File: src/rtl/mult_div_seq_if.sv
// Operand/result bundle for the sequential signed multiply/divide unit.
// The master drives the request; the slave (the unit) returns results and status.
interface mult_div_seq_if #(
    parameter int WIDTH = 32
);
    // start is a request level, sampled only while the unit is idle;
    // done and Div0 are single-cycle pulses, and busy stays high from the
    // accepting edge to the edge that raises done.
    logic             start;
    logic             MultOrDiv;
    logic [WIDTH-1:0] A;
    logic [WIDTH-1:0] B;
    logic [WIDTH-1:0] HI;
    logic [WIDTH-1:0] LO;
    logic             busy;
    logic             done;
    logic             Div0;

    modport master (
        output start, MultOrDiv, A, B,
        input  HI, LO, busy, done, Div0
    );

    modport slave (
        input  start, MultOrDiv, A, B,
        output HI, LO, busy, done, Div0
    );
endinterface

File: src/rtl/mult_div_seq.sv
// Sequential signed multiply (radix-2 Booth) and restoring divide, one step per cycle.
// HI/LO hold the last result and change only when an operation finishes.
module mult_div_seq #(
    parameter int WIDTH = 32
) (
    input  logic                clk,
    input  logic                reset,
    mult_div_seq_if.slave       bus,
    output logic [1:0]          dbg_state
);
    localparam int CW = (WIDTH > 1) ? $clog2(WIDTH) : 1;

    typedef enum logic [1:0] {IDLE, MULT, DIV, FINISH} state_e;

    state_e           state_q, state_d;
    logic [WIDTH:0]   acc_q, acc_d;
    logic [WIDTH-1:0] low_q, low_d;
    logic             qm1_q, qm1_d;
    logic [WIDTH-1:0] mcand_q, mcand_d;
    logic [CW-1:0]    cnt_q, cnt_d;
    logic             op_div_q, op_div_d;
    logic             a_neg_q, a_neg_d;
    logic             b_neg_q, b_neg_d;
    logic             div0_flag_q, div0_flag_d;
    logic [WIDTH-1:0] hi_q, hi_d;
    logic [WIDTH-1:0] lo_q, lo_d;
    logic             busy_q, busy_d;
    logic             done_q, done_d;
    logic             div0_q, div0_d;

    logic [WIDTH:0]   booth_sum;
    logic [WIDTH:0]   trial;
    logic [WIDTH+1:0] diff;

    always_ff @(posedge clk or posedge reset) begin
        if (reset) begin
            state_q     <= IDLE;
            acc_q       <= '0;
            low_q       <= '0;
            qm1_q       <= 1'b0;
            mcand_q     <= '0;
            cnt_q       <= '0;
            op_div_q    <= 1'b0;
            a_neg_q     <= 1'b0;
            b_neg_q     <= 1'b0;
            div0_flag_q <= 1'b0;
            hi_q        <= '0;
            lo_q        <= '0;
            busy_q      <= 1'b0;
            done_q      <= 1'b0;
            div0_q      <= 1'b0;
        end else begin
            state_q     <= state_d;
            acc_q       <= acc_d;
            low_q       <= low_d;
            qm1_q       <= qm1_d;
            mcand_q     <= mcand_d;
            cnt_q       <= cnt_d;
            op_div_q    <= op_div_d;
            a_neg_q     <= a_neg_d;
            b_neg_q     <= b_neg_d;
            div0_flag_q <= div0_flag_d;
            hi_q        <= hi_d;
            lo_q        <= lo_d;
            busy_q      <= busy_d;
            done_q      <= done_d;
            div0_q      <= div0_d;
        end
    end

    always_comb begin
        state_d     = state_q;
        acc_d       = acc_q;
        low_d       = low_q;
        qm1_d       = qm1_q;
        mcand_d     = mcand_q;
        cnt_d       = cnt_q;
        op_div_d    = op_div_q;
        a_neg_d     = a_neg_q;
        b_neg_d     = b_neg_q;
        div0_flag_d = div0_flag_q;
        hi_d        = hi_q;
        lo_d        = lo_q;
        busy_d      = busy_q;
        done_d      = 1'b0;
        div0_d      = 1'b0;
        booth_sum   = '0;
        trial       = '0;
        diff        = '0;

        case (state_q)
            IDLE: begin
                if (bus.start) begin
                    busy_d      = 1'b1;
                    op_div_d    = bus.MultOrDiv;
                    a_neg_d     = bus.A[WIDTH-1];
                    b_neg_d     = bus.B[WIDTH-1];
                    cnt_d       = '0;
                    acc_d       = '0;
                    qm1_d       = 1'b0;
                    div0_flag_d = 1'b0;
                    if (!bus.MultOrDiv) begin
                        state_d = MULT;
                        low_d   = bus.A;
                        mcand_d = bus.B;
                    end else if (bus.B == '0) begin
                        state_d     = FINISH;
                        div0_flag_d = 1'b1;
                        low_d       = '0;
                        mcand_d     = '0;
                    end else begin
                        // Divide works on magnitudes; the most negative value maps to itself as unsigned.
                        state_d = DIV;
                        low_d   = bus.A[WIDTH-1] ? -bus.A : bus.A;
                        mcand_d = bus.B[WIDTH-1] ? -bus.B : bus.B;
                    end
                end
            end

            MULT: begin
                booth_sum = acc_q;
                case ({low_q[0], qm1_q})
                    2'b01:   booth_sum = acc_q + {mcand_q[WIDTH-1], mcand_q};
                    2'b10:   booth_sum = acc_q - {mcand_q[WIDTH-1], mcand_q};
                    default: booth_sum = acc_q;
                endcase
                // acc carries one guard bit so that subtracting the most negative multiplicand cannot overflow.
                {acc_d, low_d, qm1_d} = {booth_sum[WIDTH], booth_sum, low_q};
                cnt_d = cnt_q + CW'(1);
                if (cnt_q == CW'(WIDTH - 1)) begin
                    state_d = FINISH;
                end
            end

            DIV: begin
                trial = {acc_q[WIDTH-1:0], low_q[WIDTH-1]};
                diff  = {1'b0, trial} - {2'b00, mcand_q};
                if (!diff[WIDTH+1]) begin
                    acc_d = diff[WIDTH:0];
                    low_d = {low_q[WIDTH-2:0], 1'b1};
                end else begin
                    acc_d = trial;
                    low_d = {low_q[WIDTH-2:0], 1'b0};
                end
                cnt_d = cnt_q + CW'(1);
                if (cnt_q == CW'(WIDTH - 1)) begin
                    state_d = FINISH;
                end
            end

            FINISH: begin
                state_d = IDLE;
                busy_d  = 1'b0;
                done_d  = 1'b1;
                div0_d  = div0_flag_q;
                if (!div0_flag_q) begin
                    if (op_div_q) begin
                        lo_d = (a_neg_q ^ b_neg_q) ? -low_q : low_q;
                        hi_d = a_neg_q ? -acc_q[WIDTH-1:0] : acc_q[WIDTH-1:0];
                    end else begin
                        hi_d = acc_q[WIDTH-1:0];
                        lo_d = low_q;
                    end
                end
            end

            default: state_d = IDLE;
        endcase
    end

    assign bus.HI   = hi_q;
    assign bus.LO   = lo_q;
    assign bus.busy = busy_q;
    assign bus.done = done_q;
    assign bus.Div0 = div0_q;
    assign dbg_state = state_q;
endmodule
File: src/flat_wrapper.sv
// flat-port wrapper written by rule: the top's interface ports become plain ports
module mult_div_seq_flat 
#(
    parameter int WIDTH = 32
)
  (clk, reset, dbg_state, bus_start, bus_MultOrDiv, bus_A, bus_B, bus_HI, bus_LO, bus_busy, bus_done, bus_Div0);
  mult_div_seq_if #(.WIDTH(WIDTH)) bus_i ();
  input  logic clk;
  input  logic reset;
  output logic [1:0] dbg_state;
  input wire logic [$bits(bus_i.start)-1:0] bus_start;
  input wire logic [$bits(bus_i.MultOrDiv)-1:0] bus_MultOrDiv;
  input wire logic [$bits(bus_i.A)-1:0] bus_A;
  input wire logic [$bits(bus_i.B)-1:0] bus_B;
  output wire logic [$bits(bus_i.HI)-1:0] bus_HI;
  output wire logic [$bits(bus_i.LO)-1:0] bus_LO;
  output wire logic [$bits(bus_i.busy)-1:0] bus_busy;
  output wire logic [$bits(bus_i.done)-1:0] bus_done;
  output wire logic [$bits(bus_i.Div0)-1:0] bus_Div0;
  assign bus_i.start = bus_start;
  assign bus_i.MultOrDiv = bus_MultOrDiv;
  assign bus_i.A = bus_A;
  assign bus_i.B = bus_B;
  assign bus_HI = bus_i.HI;
  assign bus_LO = bus_i.LO;
  assign bus_busy = bus_i.busy;
  assign bus_done = bus_i.done;
  assign bus_Div0 = bus_i.Div0;
  mult_div_seq #(.WIDTH(WIDTH)) u_core (.clk(clk), .reset(reset), .bus(bus_i), .dbg_state(dbg_state));
endmodule
File: config.mk
export PLATFORM = sky130hd
export DESIGN_NAME = mult_div_seq_flat
export DESIGN_NICKNAME = d
export VERILOG_FILES = /design/src/rtl/mult_div_seq_if.sv /design/src/rtl/mult_div_seq.sv /design/src/flat_wrapper.sv
export SDC_FILE = /design/constraint.sdc
export NUM_CORES = 1
export LEC_CHECK = 0
export CORE_ASPECT_RATIO = 0.8
export CORE_MARGIN = 2
export CORE_UTILIZATION = 45
export DETAILED_ROUTE_END_ITERATION = 7
export PLACE_DENSITY = 0.69
export SLEW_MARGIN = 40
export SYNTH_ARGS = -nofsm -noshare
export SYNTH_HDL_FRONTEND = slang
export SYNTH_SLANG_ARGS = --single-unit
File: constraint.sdc
create_clock -name clk -period 5.96 [get_ports clk]
set_clock_uncertainty 0.1 [all_clocks]
set_input_delay 1.49 -clock clk [delete_from_list [all_inputs] [get_ports clk]]
set_output_delay 1.49 -clock clk [all_outputs]
set_load 0.02 [all_outputs]
==> flow_summary_export.csv <==
group,metric,value,unit
logic_synthesis,synth_top_area_share,0.304,
clocking,clock_sinks,176,
timing,period_share,0.781,
timing,maxSlewViolCount,0,
clocking,clkTransAtPathRegs,0.08,ns
power_and_ir_drop,intPower,5.24,mW
drt,wl_met1,22900,um
drt,drt-total-wl,44400,um
logic_synthesis,synth_compound_area_frac,0.264,
cells_and_area,drive_gt1_frac,0.0485,
grt,grt_max_degree,126,
floorplanning,die_w,205,um
floorplanning,io_pins,137,
cells_and_area,fin_util,0.531,
timing,hold_viol_final,0,
drt,routedWlPerCell,19.3,um
clocking,cts_made_buffers,17,
grt,grt_pass1_vias,12225,
logic_synthesis,synth-edff-count,0,
power_and_ir_drop,p_leak,7.00,nW
worst_setup_path,worstPathRequired,6.17,ns
min_path,hold_end,"u_core.bus.HI[15]",
drt,remaining_drc_errors,0,
cells_and_area,fill_cells,3010,
timing,worst_pin_slew,0.793,ns
logic_synthesis,synth.mux.area_fraction,0.0134,
worst_setup_path,r2r-start,"u_core.low_q[0]",
timing,setup_ws,1.31,ns
place,port_buffers,136,
logic_synthesis,yosys.area_share.xor_xnor,0.123,
worst_setup_path,critPathSlowestCell,"ha_1",
cells_and_area,multi_input_comb_area,9450,um^2
power_and_ir_drop,sequentialPowerShare,0.219,
logic_synthesis,synth_top_cell_by_area,"dfrtp_1",
worst_setup_path,reg2reg_depth,13,
cells_and_area,regArea,4400,um^2
clocking,postCtsSetupBuffers,0,
grt,antenna_found_initial,0,
drt,met3_length,4820,um
logic_synthesis,synth_top_family_by_area,"compound AO/OA/AOI/OAI gates",
floorplanning,dieArea,33700,um^2
clocking,cts_resized,0,
worst_setup_path,rr_endpoint,"u_core.acc_q[28]",
cells_and_area,antenna_cells,0,
clocking,cts_tree,"yes",
cells_and_area,nets,2010,
cells_and_area,stdcell_area,16800,um^2
logic_synthesis,synth_simple_gate_area_frac,0.180,
clocking,cts_buffer_depth,2,
floorplanning,num_rows,58,
power_and_ir_drop,pwr-share-clk,0.101,
floorplanning,fp.coreArea,31600,um^2
logic_synthesis,dominantRegCellSynth,"dfrtp_1",
logic_synthesis,avgSynthCellArea,8.06,um^2
logic_synthesis,yosys-top-cells-count,"nand2_1, o21ai_0, dfrtp_1",
clocking,cts_hold_buf,0,
run,maxCapViolCount,0,
worst_setup_path,cp-start-kind,"flop",
drt,routed.top_layer,"met4",
clocking,htree_num_levels,4,
logic_synthesis,synthArstFlopShare,1.00,
run_status,status,"finished clean",
logic_synthesis,syn_inst,1798,
place,dpl.hpwl,34500,um
drt,postRouteAntennaNets,0,
logic_synthesis,synth_area,14500,um^2
place,place_congestion,0.938,
grt,grt_pass1_wl,69200,um
power_and_ir_drop,ir_drop,0.322,mV
min_path,worstHoldStart,"u_core.bus.HI[15]",
timing,period_minus_slack,4.65,ns
worst_setup_path,r2r_slack,1.31,ns
timing,finalSetupViolCount,0,
timing,finalSetupTns,0,ns
power_and_ir_drop,comb_power_share,0.680,
timing,max_freq,0.215,GHz
worst_setup_path,cp.arrival,4.86,ns
floorplanning,die_y,165,um
cells_and_area,syn_to_final_growth,15.7,%
power_and_ir_drop,switchingPower,6.07,mW
drt,avgViaCountPerCell,5.96,
min_path,worstHoldPathCells,2,
logic_synthesis,yosys-top-cells-area,"dfrtp_1, xnor2_1, o21ai_0, ha_1, nand2_1",
logic_synthesis,synth.distinct_cells,83,
logic_synthesis,ys_seq_elements,176,
min_path,hp-class,"reg -> reg",
grt,grt_overflow,0,
timing,relSlewSlack,0.470,
worst_setup_path,crit_chain,"ha_1 > mux2_2 > inv_1 > ha_1 > nor2b_1 > o31ai_1 > a21oi_1 > a311oi_1 > a21oi_1 > o21ai_0 > a311oi_1 > xnor2_1 > o221ai_1",
drt,firstDrtPassIters,7,
place,dpl-instance-area,16200,um^2
grt,grt_usage,0.263,
worst_setup_path,critical_path.max_fanout,18,
power_and_ir_drop,power.density,674,nW/um^2
logic_synthesis,synthAdderAreaFrac,0.0684,
clocking,root_buffer,"clkbuf_16",
logic_synthesis,synth_nets,1944,
logic_synthesis,synth-seq-area-share,0.304,
place,post-place-ws,1.27,ns
floorplanning,start_util,0.459,
worst_setup_path,cp-end-kind,"flop",
power_and_ir_drop,switching_share,0.537,
timing,rsz0062_at_grt,"no",
drt,drt_iter0_drc,1364,
drt,routed-wl-met2,16300,um
logic_synthesis,yosysWarnings,0,
worst_setup_path,crit_type,"reg -> reg",
drt,vias,13688,
logic_synthesis,yosysMostFrequentCell,"nand2_1",
clocking,clock_latency,0.45,ns
worst_setup_path,max_stage_delay,0.69,ns
[through the flow]
stage / hold WS, ns / power [mW] / std cells
finish: 0.379 / 11.3 / 2297
global route: 0.409 / 12.2 / 2297
CTS: 0.385 / 11.1 / 2297
detailed placement: 0.369 / 9.95 / 2265
global placement: 0.361 / 9.81 / 2264
floorplan: 0.344 / 7.67 / 1798
[placed cells by master, fill, tap and decap left out, types with 5 or more instances in the layout]
cell type,count
a21o_1,23
a21oi_1,140
a221o_1,5
a221oi_1,10
a222oi_1,12
a22o_1,28
a22oi_1,24
a31oi_1,23
a41oi_1,6
and2_1,13
and3_1,17
buf_4,12
clkbuf_16,17
clkdlybuf4s50_1,136
dfrtp_1,176
ha_1,75
inv_1,74
mux2i_1,16
nand2_1,220
nand2b_1,12
nand3_1,20
nand4_1,8
nor2_1,115
nor2b_1,13
nor3_1,47
nor4_1,18
nor4_4,5
o211ai_1,10
o21a_1,11
o21ai_0,209
o21ai_1,7
o21bai_1,15
o31a_1,5
o31ai_1,19
o41ai_1,7
or3_1,12
or4_1,8
or4_4,5
xnor2_1,129
xor2_1,75
[worst max path at each step]
stage	start	end	slack, ns	cells after the start
3_5_place_dp	bus_B[6]	u_core.low_q[10]	1.27	10
3_3_place_gp	bus_B[6]	u_core.low_q[5]	1.30	10
4_1_cts	u_core.low_q[0]	u_core.acc_q[28]	1.47	13
6_report	u_core.low_q[0]	u_core.acc_q[28]	1.31	13
5_1_grt	u_core.low_q[0]	u_core.acc_q[28]	0.99	13
2_1_floorplan	u_core.mcand_q[2]	u_core.acc_q[31]	2.01	17
[layer usage]
| layer | vias to the layer above | track usage |
|---|---|---|
| met4 | 0 | 0.0458 |
| met2 | 573 | 0.337 |
| li1 | 6610 | - |
| met3 | 24 | 0.0667 |
| met1 | 6481 | 0.432 |
| met5 | - | 0 |
[flip-flops by register name, indices dropped and copies added, names as in the netlist]
name / count
u_core.a_neg_q: 1
u_core.acc_q: 33
u_core.b_neg_q: 1
u_core.bus.Div0: 1
u_core.bus.HI: 32
u_core.bus.LO: 32
u_core.bus.busy: 1
u_core.bus.done: 1
u_core.cnt_q: 5
u_core.dbg_state: 2
u_core.div0_flag_q: 1
u_core.low_q: 32
u_core.mcand_q: 32
u_core.op_div_q: 1
u_core.qm1_q: 1
[kinds of logic (layout without fill, tap and decap cells)]
group                    count (synthesis)  count (layout)
AO/OA/AOI/OAI                          602             602
XOR/XNOR                               204             204
adder cells (fa/ha/maj)                 78              78
buffers and inverters                  179             258
flip-flops                             176             176
multiplexers                            19              19
AND/OR/NAND/NOR                        540             540
[worst max-delay path, delay by kind of cell (launching register included)]
kind            cells  cell delay (ns)
compound gates      7             1.98
fa+ha+maj           2             0.90
flops               1             0.54
mux                 1             0.48
xor+xnor            1             0.29
simple gates        1             0.14
buf+inv             1             0.07
[power by group through the flow]
stage / Clock [mW] / Sequential, mW / Combinational [mW]
2_1_floorplan: 0 / 2.34 / 5.33
3_3_place_gp: 0 / 2.44 / 7.38
3_5_place_dp: 0 / 2.46 / 7.49
4_1_cts: 1.17 / 2.44 / 7.53
5_1_grt: 1.21 / 2.54 / 8.42
6_report: 1.15 / 2.47 / 7.69
[area by class of cell]
cell class,count,area share
Inverter,75,0.0170
Multi-Input combinational cell,1443,0.563
Timing Repair Buffer,151,0.0900
Clock buffer,18,0.0262
Sequential cell,176,0.263
Clock inverter,14,0.00970
Tap cell,420,0.0313
Power figures use the tool's default switching activity.
